**config.mk**
```make
export PLATFORM = sky130hd
export DESIGN_NAME = segre_mem_arbiter_flat
export DESIGN_NICKNAME = d
export VERILOG_FILES = /design/src/rtl/segre_pkg.sv /design/src/rtl/segre_mem_arbiter_if.sv /design/src/rtl/segre_mem_be_gen.sv /design/src/rtl/segre_mem_arbiter.sv /design/src/flat_wrapper.sv
export SDC_FILE = /design/constraint.sdc
export NUM_CORES = 1
export LEC_CHECK = 0
export ABC_AREA = 0
export CAP_MARGIN = 20
export CORE_UTILIZATION = 36
export CTS_CLUSTER_DIAMETER = 120
export DETAILED_ROUTE_END_ITERATION = 6
export GPL_TIMING_DRIVEN = 0
export PLACE_DENSITY = 0.83
export SLEW_MARGIN = 0
export SYNTH_ARGS = -nofsm -noshare
export SYNTH_HDL_FRONTEND = slang
export SYNTH_SLANG_ARGS = --single-unit
```
**constraint.sdc**
```tcl
create_clock -name clk_i -period 2.48 [get_ports clk_i]
set_clock_uncertainty 0.05 [all_clocks]
set_input_delay 0.496 -clock clk_i [delete_from_list [all_inputs] [get_ports clk_i]]
set_output_delay 0.496 -clock clk_i [all_outputs]
set_load 0.01 [all_outputs]
```
**src/rtl/segre_pkg.sv**
```systemverilog
// Shared types and constants for the segre memory subsystem.
package segre_pkg;

  localparam int unsigned WORD_SIZE = 32;
  localparam int unsigned ADDR_SIZE = 32;

  // Consecutive data grants tolerated while fetch waits (1..15).
  localparam int unsigned STARVE_LIMIT_DEF = 4;

  typedef enum logic [1:0] {
    BYTE = 2'd0,
    HALF = 2'd1,
    WORD = 2'd2
  } memop_data_type_e;

  typedef enum logic [1:0] {
    IDLE      = 2'd0,
    BUSY_IF   = 2'd1,
    BUSY_DATA = 2'd2,
    MISALIGN  = 2'd3
  } arb_state_e;

endpackage

```
**src/rtl/segre_mem_arbiter_if.sv**
```systemverilog
// Requester and memory-side signals of the memory arbiter.
// slave: the arbiter's view. master: the environment (requesters + memory).
interface segre_mem_arbiter_if;
  import segre_pkg::*;

  logic                   if_req_i;
  logic [ADDR_SIZE-1:0]   if_addr_i;
  logic                   if_gnt_o;
  logic                   if_rvalid_o;
  logic [WORD_SIZE-1:0]   if_rdata_o;

  logic                   mem_rd_i;
  logic                   mem_wr_i;
  memop_data_type_e       mem_type_i;
  logic [ADDR_SIZE-1:0]   mem_addr_i;
  logic [WORD_SIZE-1:0]   mem_wdata_i;
  logic                   mem_gnt_o;
  logic                   mem_rvalid_o;
  logic [WORD_SIZE-1:0]   mem_rdata_o;
  logic                   mem_misalign_o;

  logic                   m_req_o;
  logic                   m_we_o;
  logic [ADDR_SIZE-1:0]   m_addr_o;
  logic [3:0]             m_be_o;
  logic [WORD_SIZE-1:0]   m_wdata_o;
  logic                   m_ready_i;
  logic [WORD_SIZE-1:0]   m_rdata_i;

  modport slave (
    input  if_req_i, if_addr_i,
    output if_gnt_o, if_rvalid_o, if_rdata_o,
    input  mem_rd_i, mem_wr_i, mem_type_i, mem_addr_i, mem_wdata_i,
    output mem_gnt_o, mem_rvalid_o, mem_rdata_o, mem_misalign_o,
    output m_req_o, m_we_o, m_addr_o, m_be_o, m_wdata_o,
    input  m_ready_i, m_rdata_i
  );

  modport master (
    output if_req_i, if_addr_i,
    input  if_gnt_o, if_rvalid_o, if_rdata_o,
    output mem_rd_i, mem_wr_i, mem_type_i, mem_addr_i, mem_wdata_i,
    input  mem_gnt_o, mem_rvalid_o, mem_rdata_o, mem_misalign_o,
    input  m_req_o, m_we_o, m_addr_o, m_be_o, m_wdata_o,
    output m_ready_i, m_rdata_i
  );

endinterface

```
**src/rtl/segre_mem_be_gen.sv**
```systemverilog
// Byte-enable / write-data lane generation and alignment check for data accesses.
module segre_mem_be_gen
  import segre_pkg::*;
(
  input  memop_data_type_e      i_type,
  input  logic [1:0]            i_addr_lo,
  input  logic [WORD_SIZE-1:0]  i_wdata,
  output logic [3:0]            o_be,
  output logic [WORD_SIZE-1:0]  o_wdata,
  output logic                  o_misalign
);

  // Replicate right-aligned store data across lanes; enable only the addressed lanes.
  always_comb begin
    o_be       = 4'b1111;
    o_wdata    = i_wdata;
    o_misalign = 1'b0;
    unique case (i_type)
      BYTE: begin
        o_be    = 4'b0001 << i_addr_lo;
        o_wdata = {4{i_wdata[7:0]}};
      end
      HALF: begin
        o_be       = 4'b0011 << {i_addr_lo[1], 1'b0};
        o_wdata    = {2{i_wdata[15:0]}};
        o_misalign = i_addr_lo[0];
      end
      WORD: begin
        o_misalign = |i_addr_lo;
      end
      default: ;
    endcase
  end

endmodule

```
**src/rtl/segre_mem_arbiter.sv**
```systemverilog
// Two-requester (fetch / data) arbiter in front of a single-port variable-latency memory.
// Fetch is protected from starvation by a saturating count of data wins it sat through.
module segre_mem_arbiter
  import segre_pkg::*;
#(
  parameter int unsigned WORD_SIZE    = segre_pkg::WORD_SIZE,
  parameter int unsigned ADDR_SIZE    = segre_pkg::ADDR_SIZE,
  parameter int unsigned STARVE_LIMIT = segre_pkg::STARVE_LIMIT_DEF
) (
  input  logic               clk_i,
  input  logic               rst_i,
  segre_mem_arbiter_if.slave bus
);

  arb_state_e             r_state;
  arb_state_e             w_next;
  logic [3:0]             r_starve_cnt;
  logic                   r_m_req;
  logic                   r_m_we;
  logic [ADDR_SIZE-1:0]   r_m_addr;
  logic [3:0]             r_m_be;
  logic [WORD_SIZE-1:0]   r_m_wdata;

  logic                   w_data_req;
  logic                   w_starved;
  logic                   w_fetch_win;
  logic                   w_data_win;
  logic [3:0]             w_be;
  logic [WORD_SIZE-1:0]   w_wdata;
  logic                   w_misalign;

  segre_mem_be_gen u_be_gen (
    .i_type     (bus.mem_type_i),
    .i_addr_lo  (bus.mem_addr_i[1:0]),
    .i_wdata    (bus.mem_wdata_i),
    .o_be       (w_be),
    .o_wdata    (w_wdata),
    .o_misalign (w_misalign)
  );

  // Grants are only decided in IDLE and never while reset is asserted.
  assign w_data_req  = bus.mem_rd_i | bus.mem_wr_i;
  assign w_starved   = (r_starve_cnt == 4'(STARVE_LIMIT));
  assign w_fetch_win = (r_state == IDLE) && !rst_i && bus.if_req_i && (!w_data_req || w_starved);
  assign w_data_win  = (r_state == IDLE) && !rst_i && w_data_req && !w_fetch_win;

  // State register.
  always_ff @(posedge clk_i) begin
    if (rst_i) r_state <= IDLE;
    else       r_state <= w_next;
  end

  // Next-state: one grant per IDLE visit, return to IDLE on completion.
  always_comb begin
    w_next = r_state;
    unique case (r_state)
      IDLE: begin
        if (w_fetch_win)     w_next = BUSY_IF;
        else if (w_data_win) w_next = w_misalign ? MISALIGN : BUSY_DATA;
      end
      BUSY_IF, BUSY_DATA: begin
        if (bus.m_ready_i) w_next = IDLE;
      end
      MISALIGN: w_next = IDLE;
      default:  w_next = IDLE;
    endcase
  end

  // Requester-side outputs: combinational grants, responses and misalign flag.
  always_comb begin
    bus.if_gnt_o       = 1'b0;
    bus.if_rvalid_o    = 1'b0;
    bus.if_rdata_o     = '0;
    bus.mem_gnt_o      = 1'b0;
    bus.mem_rvalid_o   = 1'b0;
    bus.mem_rdata_o    = '0;
    bus.mem_misalign_o = 1'b0;
    if (!rst_i) begin
      unique case (r_state)
        IDLE: begin
          bus.if_gnt_o  = w_fetch_win;
          bus.mem_gnt_o = w_data_win;
        end
        BUSY_IF: begin
          if (bus.m_ready_i) begin
            bus.if_rvalid_o = 1'b1;
            bus.if_rdata_o  = bus.m_rdata_i;
          end
        end
        BUSY_DATA: begin
          if (bus.m_ready_i) begin
            bus.mem_rvalid_o = 1'b1;
            bus.mem_rdata_o  = r_m_we ? '0 : bus.m_rdata_i;
          end
        end
        MISALIGN: begin
          bus.mem_rvalid_o   = 1'b1;
          bus.mem_misalign_o = 1'b1;
        end
        default: ;
      endcase
    end
  end

  // Starvation counter: data wins over a waiting fetch count up, any fetch win clears.
  always_ff @(posedge clk_i) begin
    if (rst_i)                                        r_starve_cnt <= '0;
    else if (w_fetch_win)                             r_starve_cnt <= '0;
    else if (w_data_win && bus.if_req_i && !w_starved) r_starve_cnt <= r_starve_cnt + 4'd1;
  end

  // Memory request registers: latched at grant, held until the memory completes.
  always_ff @(posedge clk_i) begin
    if (rst_i) begin
      r_m_req   <= 1'b0;
      r_m_we    <= 1'b0;
      r_m_addr  <= '0;
      r_m_be    <= '0;
      r_m_wdata <= '0;
    end else if (w_fetch_win) begin
      r_m_req   <= 1'b1;
      r_m_we    <= 1'b0;
      r_m_addr  <= bus.if_addr_i & ~ADDR_SIZE'(3);
      r_m_be    <= 4'b1111;
      r_m_wdata <= '0;
    end else if (w_data_win && !w_misalign) begin
      r_m_req   <= 1'b1;
      r_m_we    <= bus.mem_wr_i;
      r_m_addr  <= bus.mem_addr_i & ~ADDR_SIZE'(3);
      r_m_be    <= w_be;
      r_m_wdata <= w_wdata;
    end else if (r_m_req && bus.m_ready_i) begin
      r_m_req   <= 1'b0;
    end
  end

  assign bus.m_req_o   = r_m_req;
  assign bus.m_we_o    = r_m_we;
  assign bus.m_addr_o  = r_m_addr;
  assign bus.m_be_o    = r_m_be;
  assign bus.m_wdata_o = r_m_wdata;

  // Load and store raised together is a requester bug; it is issued as a store.
  always_ff @(posedge clk_i) begin
    if (!rst_i && w_data_win)
      assert (!(bus.mem_rd_i && bus.mem_wr_i))
        else $warning("segre_mem_arbiter: load and store requested together, issued as store");
  end

endmodule

```
**src/flat_wrapper.sv**
```systemverilog
// flat-port wrapper written by rule: the top's interface ports become plain ports
module segre_mem_arbiter_flat import segre_pkg::*;
#(
  parameter int unsigned WORD_SIZE    = segre_pkg::WORD_SIZE,
  parameter int unsigned ADDR_SIZE    = segre_pkg::ADDR_SIZE,
  parameter int unsigned STARVE_LIMIT = segre_pkg::STARVE_LIMIT_DEF
)
  (clk_i, rst_i, bus_if_req_i, bus_if_addr_i, bus_if_gnt_o, bus_if_rvalid_o, bus_if_rdata_o, bus_mem_rd_i, bus_mem_wr_i, bus_mem_type_i, bus_mem_addr_i, bus_mem_wdata_i, bus_mem_gnt_o, bus_mem_rvalid_o, bus_mem_rdata_o, bus_mem_misalign_o, bus_m_req_o, bus_m_we_o, bus_m_addr_o, bus_m_be_o, bus_m_wdata_o, bus_m_ready_i, bus_m_rdata_i);
  segre_mem_arbiter_if bus_i ();
  input  logic clk_i;
  input  logic rst_i;
  input wire logic [$bits(bus_i.if_req_i)-1:0] bus_if_req_i;
  input wire logic [$bits(bus_i.if_addr_i)-1:0] bus_if_addr_i;
  output wire logic [$bits(bus_i.if_gnt_o)-1:0] bus_if_gnt_o;
  output wire logic [$bits(bus_i.if_rvalid_o)-1:0] bus_if_rvalid_o;
  output wire logic [$bits(bus_i.if_rdata_o)-1:0] bus_if_rdata_o;
  input wire logic [$bits(bus_i.mem_rd_i)-1:0] bus_mem_rd_i;
  input wire logic [$bits(bus_i.mem_wr_i)-1:0] bus_mem_wr_i;
  input wire logic [$bits(bus_i.mem_type_i)-1:0] bus_mem_type_i;
  input wire logic [$bits(bus_i.mem_addr_i)-1:0] bus_mem_addr_i;
  input wire logic [$bits(bus_i.mem_wdata_i)-1:0] bus_mem_wdata_i;
  output wire logic [$bits(bus_i.mem_gnt_o)-1:0] bus_mem_gnt_o;
  output wire logic [$bits(bus_i.mem_rvalid_o)-1:0] bus_mem_rvalid_o;
  output wire logic [$bits(bus_i.mem_rdata_o)-1:0] bus_mem_rdata_o;
  output wire logic [$bits(bus_i.mem_misalign_o)-1:0] bus_mem_misalign_o;
  output wire logic [$bits(bus_i.m_req_o)-1:0] bus_m_req_o;
  output wire logic [$bits(bus_i.m_we_o)-1:0] bus_m_we_o;
  output wire logic [$bits(bus_i.m_addr_o)-1:0] bus_m_addr_o;
  output wire logic [$bits(bus_i.m_be_o)-1:0] bus_m_be_o;
  output wire logic [$bits(bus_i.m_wdata_o)-1:0] bus_m_wdata_o;
  input wire logic [$bits(bus_i.m_ready_i)-1:0] bus_m_ready_i;
  input wire logic [$bits(bus_i.m_rdata_i)-1:0] bus_m_rdata_i;
  assign bus_i.if_req_i = bus_if_req_i;
  assign bus_i.if_addr_i = bus_if_addr_i;
  assign bus_if_gnt_o = bus_i.if_gnt_o;
  assign bus_if_rvalid_o = bus_i.if_rvalid_o;
  assign bus_if_rdata_o = bus_i.if_rdata_o;
  assign bus_i.mem_rd_i = bus_mem_rd_i;
  assign bus_i.mem_wr_i = bus_mem_wr_i;
  assign bus_i.mem_type_i = bus_mem_type_i;
  assign bus_i.mem_addr_i = bus_mem_addr_i;
  assign bus_i.mem_wdata_i = bus_mem_wdata_i;
  assign bus_mem_gnt_o = bus_i.mem_gnt_o;
  assign bus_mem_rvalid_o = bus_i.mem_rvalid_o;
  assign bus_mem_rdata_o = bus_i.mem_rdata_o;
  assign bus_mem_misalign_o = bus_i.mem_misalign_o;
  assign bus_m_req_o = bus_i.m_req_o;
  assign bus_m_we_o = bus_i.m_we_o;
  assign bus_m_addr_o = bus_i.m_addr_o;
  assign bus_m_be_o = bus_i.m_be_o;
  assign bus_m_wdata_o = bus_i.m_wdata_o;
  assign bus_i.m_ready_i = bus_m_ready_i;
  assign bus_i.m_rdata_i = bus_m_rdata_i;
  segre_mem_arbiter #(.WORD_SIZE(WORD_SIZE), .ADDR_SIZE(ADDR_SIZE), .STARVE_LIMIT(STARVE_LIMIT)) u_core (.clk_i(clk_i), .rst_i(rst_i), .bus(bus_i));
endmodule
```
==> results of run 1 <==
## worst max-delay path: stages (launching register included)
cell	delay (ps)
dfxtp_2	340
inv_1	70
ha_4	170
and3b_1	170
buf_2	150
o211ai_4	200
buf_6	130
inv_1	30
dlygate4sd2_1	280
## timing repair
| action | in CTS | in global routing |
|---|---|---|
| resized for setup | 127 | 50 |
| buffers inserted | 10 | 2 |
| pin swaps | 2 | 2 |
| endpoints found under the hold margin | 0 | 0 |
| endpoints found under the setup margin | 68 | 54 |
| cloned | 1 | 0 |
## logic make-up (layout without fill, tap and decap cells)
family	Yosys count	in the layout
fa+ha+maj	9	9
compound gates	85	85
xor+xnor	1	1
mux	33	33
simple gates	238	238
buf+inv	48	346
other cells	1	3
flops	74	74
## per-stage QoR
stage	area, um^2	worst slack [ps]	total power [uW]
floorplan	3990	459	2550
global placement	6860	-796	3620
detailed placement	6860	-807	3690
CTS	7170	6.18	4630
global route	7200	-13.9	4890
finish	7200	62.5	4650
## final timing paths
| kind | slack (ps) | cells past startpoint | to |
|---|---|---|---|
| max | 60 | 8 | bus_if_gnt_o |
| min | 410 | 2 | u_core.bus.m_wdata_o[6]$_SDFFE_PP0P_ |
| min reg2reg | 410 | 2 | u_core.bus.m_wdata_o[6]$_SDFFE_PP0P_ |
| max reg2reg | 520 | 9 | u_core.bus.m_addr_o[14]$_SDFFE_PP0P_ |
## cell usage in the layout, fill, tap and decap left out, types with 7 or more instances in the layout
| cell | synthesis | final |
|---|---|---|
| clkbuf_1 | 12 | 8 |
| dfxtp_1 | 74 | 70 |
| ha_1 | 9 | 7 |
| clkbuf_8 | 0 | 14 |
| a311oi_1 | 30 | 30 |
| clkdlybuf4s15_1 | 0 | 33 |
| nand3_1 | 12 | 12 |
| dlygate4sd2_1 | 0 | 21 |
| clkdlybuf4s50_1 | 0 | 198 |
| buf_4 | 11 | 23 |
| nor2_1 | 34 | 33 |
| inv_1 | 10 | 8 |
| and2_1 | 68 | 68 |
| nand2_1 | 99 | 99 |
| a21oi_1 | 21 | 21 |
| mux2i_1 | 33 | 33 |
| buf_2 | 11 | 10 |
| o21ai_0 | 10 | 10 |
| a22o_1 | 8 | 8 |
| clkbuf_2 | 0 | 10 |
## layout make-up
type                            count  area share [%]
Buffer                             37            3.94
Clock buffer                       13            1.93
Clock inverter                      3           0.556
Multi-Input combinational cell    368            32.0
Antenna cell                        1          0.0347
Timing Repair Buffer              282            37.9
Tap cell                          140            2.43
Sequential cell                    74            20.6
Inverter                           11           0.573
## sequential cells by signal (all words and copies together) (netlist names)
register	flops
u_core.bus.m_wdata_o	32
u_core.r_starve_cnt	4
u_core.bus.m_we_o	1
u_core.bus.m_be_o	4
u_core.bus.m_addr_o	30
u_core.bus.m_req_o	1
u_core.r_state	2
## layer usage
layer  vias to the layer above  routed length, um  global-route usage, %
li1                       2265                  -                      -
met1                      2196               5990                   29.0
met2                       194               8240                   49.8
met3                        24               1010                   4.36
met4                         0                361                   11.4
met5                         -                  0                      0
## where the power goes
| part | switching, uW | leakage (uW) | internal [uW] | total (uW) |
|---|---|---|---|---|
| Combinational | 956 | 0.00239 | 1140 | 2100 |
| Clock | 440 | 0.0000914 | 464 | 905 |
| Sequential | 169 | 0.000610 | 1480 | 1650 |
| Total | 1560 | 0.00309 | 3090 | 4650 |
==> metrics.md, run 1 <==
| Metric | Value |
|---|---|
| MaxCap Viol Count | `0` |
| Dominant cell type by area after synthesis | `dfxtp_1` |
| DP Wirelength | `12.3 mm` |
| I/O pins | `275` |
| Final Critical Period | `2420 ps` |
| Die area | `11500 um^2` |
| Layout Cells excl Fill | `929` |
| YS warnings | `0` |
| Routed via count | `4679` |
| Simple-gate portion of the synthesized area | `29.0%` |
| Final WL | `15.6 mm` |
| Critical Path RT | `1930 ps` |
| Layout cells sized above 1 | `11.4%` |
| GP Congestion | `0.886` |
| Pre-antenna DRT Iters | `4` |
| First-pass GRT wire length | `23.6 mm` |
| Clock root buffer | `clkbuf_8` |
| # setup viols final | `0` |
| Worst Path Max Fanout | `5` |
| Drt wl/cell | `16.8 um` |
| PwrDens | `646 nW/um^2` |
| Number of enable flip-flop cells after synthesis | `0` |
| Flops & latches, synth | `74` |
| Starting Density | `36.8%` |
| Footprint of the multi-input gates | `2310 um^2` |
| Cts hold-fix bufs | `0` |
| Worst slew pin tran | `573 ps` |
| Initial drt markers | `245` |
| Sequential share of the synthesized area | `37.1%` |
| Leakage | `0.00309 uW` |
| Vias per cell | `5.04` |
| Final slew viol count | `0` |
| Main combinational cell family by area after synthesis | `simple AND/OR/NAND/NOR gates` |
| WHS | `408 ps` |
| P&R area growth vs syn | `80.6%` |
| Max Freq | `0.414 GHz` |
| Die height | `107 um` |
| Synthesized area per cell | `8.16 um^2` |
| Critical path class | `register to output pin` |
| Fin crit share | `97.5%` |
| Top-area cell type share of the netlist area | `37.1%` |
| Port Buffer Count | `269` |
| # nets final | `928` |
| Largest net degree at the start of global routing | `12` |
| Worst setup SP type | `register` |
| Post-Syn Area | `3990 um^2` |
| Mapped Cells | `489` |
| Top cells by area, synth | `dfxtp_1 (37%), and2_1 (11%), nand2_1 (9.3%)` |
| FFs w/ async S/R, synth | `0%` |
| Crit path from | `u_core.r_starve_cnt[0]$_SDFFE_PP0P_` |
| Main flop type after synthesis | `dfxtp_1` |
| TNS Setup | `0 ps` |
| Synth Area in XOR/XNOR | `0.220%` |
| DRC violations left | `0` |
| H-tree Lvls | `3` |
| Commonest cells in the netlist | `nand2_1 (99), dfxtp_1 (74), and2_1 (68)` |
| Worst skew pair latency | `340 ps` |
| Placed instance count | `899` |
| Row count | `38` |
| Core region area | `10800 um^2` |
| GR Util All Layers | `26.4%` |
| Status | `finished clean` |
| Synth Area in Compound Gates | `16.0%` |
| Final Core Density | `66.4%` |
| Top-count cell post-synth | `nand2_1` |
| Worst hold start | `u_core.bus.m_wdata_o[6]$_SDFFE_PP0P_` |
| Vias in the first global route | `4638` |
| # fillers | `911` |
| Final hold vios | `0` |
| CTS tree | `done` |
| Initial antenna violation count | `1` |
| CTS buffer count | `9` |
| Post-synthesis mux area share | `8.28%` |
| Rel. slew slack | `61.8%` |
| Worst ir drop on vdd | `0.335 mV` |
| Register area | `1490 um^2` |
| CTS max path bufs | `2` |
| TritonCTS Sinks | `74` |
| Worst-path clk slew | `80 ps` |
| Die X | `107 um` |
| GRT overflow | `0` |
| FF-to-FF Start | `u_core.r_starve_cnt[0]$_SDFFE_PP0P_` |
| CP arrival | `1870 ps` |
| Distinct cells, synth | `43` |
| Type of element capturing the critical path | `output pin` |
| Adder-cell share of the synthesized area | `2.82%` |
| Worst min path class | `register to register` |
| Antenna Nets Post-Route | `0` |
Power figures use the tool's default switching activity.
==> run 2: changes to the inputs <==
- CELL_PAD_IN_SITES_DETAIL_PLACEMENT: default -> 2
- CELL_PAD_IN_SITES_GLOBAL_PLACEMENT: default -> 2
- CORE_ASPECT_RATIO: default -> 1.5
- CORE_UTILIZATION: 36 -> 18
- PLACE_DENSITY: 0.83 -> 0.81
==> metrics.md, run 2 (synthesized netlist as in run 1, its figures left out) <==
| Metric | Value |
|---|---|
| Clock root buffer | `clkbuf_16` |
| Final slew viol count | `0` |
| CTS buffer count | `9` |
| Initial drt markers | `84` |
| DP Wirelength | `15.5 mm` |
| Layout cells sized above 1 | `16.7%` |
| Worst min path class | `register to register` |
| GRT overflow | `0` |
| Final hold vios | `0` |
| Status | `complete, but fails checks` |
| Final WS setup | `-53.4 ps` |
| Final instance area | `7550 um^2` |
| GR Util All Layers | `17.1%` |
| Final Critical Period | `2530 ps` |
| Most frequent cells in the layout | `clkdlybuf4s50_1 (200), nand2_1 (98), dfxtp_1 (70)` |
| WHS | `408 ps` |
| Port Buffer Count | `269` |
| Worst Path Max Fanout | `10` |
| Core region area | `21700 um^2` |
| Largest net degree at the start of global routing | `15` |
| # fillers | `2457` |
| PwrDens | `700 nW/um^2` |
| Max Freq | `0.395 GHz` |
| Dpl cell area | `7030 um^2` |
| Failing checks | `negative setup slack` |
| CP arrival | `1990 ps` |
| Post-Place Setup Slack | `-1120 ps` |
| Vias in the first global route | `5203` |
| Max FFs per register | `32` |
| Worst ir drop on vdd | `0.311 mV` |
| Final Core Density | `34.8%` |
| Rel. slew slack | `58.3%` |
| Critical Path RT | `1930 ps` |
| Critical path class | `input port to output pin` |
| Worst setup SP type | `input port` |
| DRC violations left | `0` |
| Placed instance count | `1031` |
| Most common cell after layout, fill and taps aside | `clkdlybuf4s50_1` |
| # setup viols final | `1` |
| CTS max path bufs | `2` |
| Register area | `1490 um^2` |
| Drt wl/cell | `18.6 um` |
| Routed via count | `4720` |
| Footprint of the multi-input gates | `2310 um^2` |
| GP Congestion | `0.737` |
| Diode count | `0` |
| Worst-path clk slew | `70 ps` |
| Die X | `124 um` |
| Die height | `184 um` |
| RSZ-0062 raised after global routing | `yes` |
| Starting Density | `18.4%` |
| P&R area growth vs syn | `89.2%` |
| Final WL | `19.8 mm` |
| Vias per cell | `4.44` |
| Worst slew pin tran | `625 ps` |
| Pre-antenna DRT Iters | `4` |
| # nets final | `930` |
| Row count | `66` |
| Type of element capturing the critical path | `output pin` |
| Antenna Nets Post-Route | `0` |
| Initial antenna violation count | `2` |
| First-pass GRT wire length | `28.8 mm` |
| CTS tree | `done` |
| TritonCTS Sinks | `74` |
| Leakage | `0.00344 uW` |
| MaxCap Viol Count | `0` |
| H-tree Lvls | `3` |
| Layout Cells excl Fill | `1062` |
| Die area | `22800 um^2` |
| I/O pins | `275` |
| Worst skew pair latency | `340 ps` |
| Cts hold-fix bufs | `0` |
| Fin crit share | `102%` |
-- run 2: changes by cell type in the layout (fill, tap and decap cells not counted), moves of 10 or more --
cell,delta
buf_6,+10
clkbuf_16,+10
clkbuf_2,+11
clkbuf_8,-14
clkdlybuf4s15_1,-32
dlygate4sd2_1,-12
dlymetal6s2s_1,+16
-- run 2: stage by stage --
step	power (uW)	setup TNS (ps)
2_1_floorplan	2550	0
3_3_place_gp	3720	-53910
3_5_place_dp	3780	-59570
4_1_cts	5330	-1830
5_1_grt	5610	-515
6_report	5280	-53.4
-- run 2: area by class of cell --
cell class              count  area share [%]
repair buffers            286            36.7
multi-input cells         368            30.6
flip-flops and latches     74            19.7
well taps                 272            4.51
plain buffers              35            3.61
clock buffers               9            2.98
clock inverters             7            1.33
inverters                  11           0.547
-- run 2: path summary, 6_finish.rpt --
path	from	endpoint	slack (ps)	depth (start not counted)
worst max-delay path	bus_mem_wr_i	bus_mem_gnt_o	-50	6
worst min-delay path	u_core.bus.m_wdata_o[5]$_SDFFE_PP0P_	u_core.bus.m_wdata_o[5]$_SDFFE_PP0P_	410	2
worst max register to register	u_core.r_state[0]$_SDFFE_PP0P_	u_core.bus.m_wdata_o[17]$_SDFFE_PP0P_	410	7
worst min register to register	u_core.bus.m_wdata_o[5]$_SDFFE_PP0P_	u_core.bus.m_wdata_o[5]$_SDFFE_PP0P_	410	2
-- run 2: timing repair --
action | 4_1_cts | 5_1_grt
gates cloned | 0 | 1
pin swaps | 2 | 3
setup buffers | 11 | 5
resized for setup | 152 | 75
setup endpoints to repair | 69 | 63
-- run 2: layer usage --
layer,vias up,GRT usage [%],routed length (um)
li1,2260,-,-
met1,2269,16.8,7160
met2,160,33.3,11000
met3,27,4.05,1150
met4,4,6.55,431
met5,-,0,30
-- run 2: where the power goes --
part	leakage, uW	switching [uW]	internal [uW]	total [uW]
registers	0.000610	163	1480	1650
clock network	0.000160	578	891	1470
logic	0.00267	1010	1150	2170
-- run 2: worst max-delay path, cell delays in order --
cell	delay, ps
clkdlybuf4s50_1	490
or2_4	320
nand3_1	120
inv_1	80
buf_4	170
dlygate4sd2_1	300
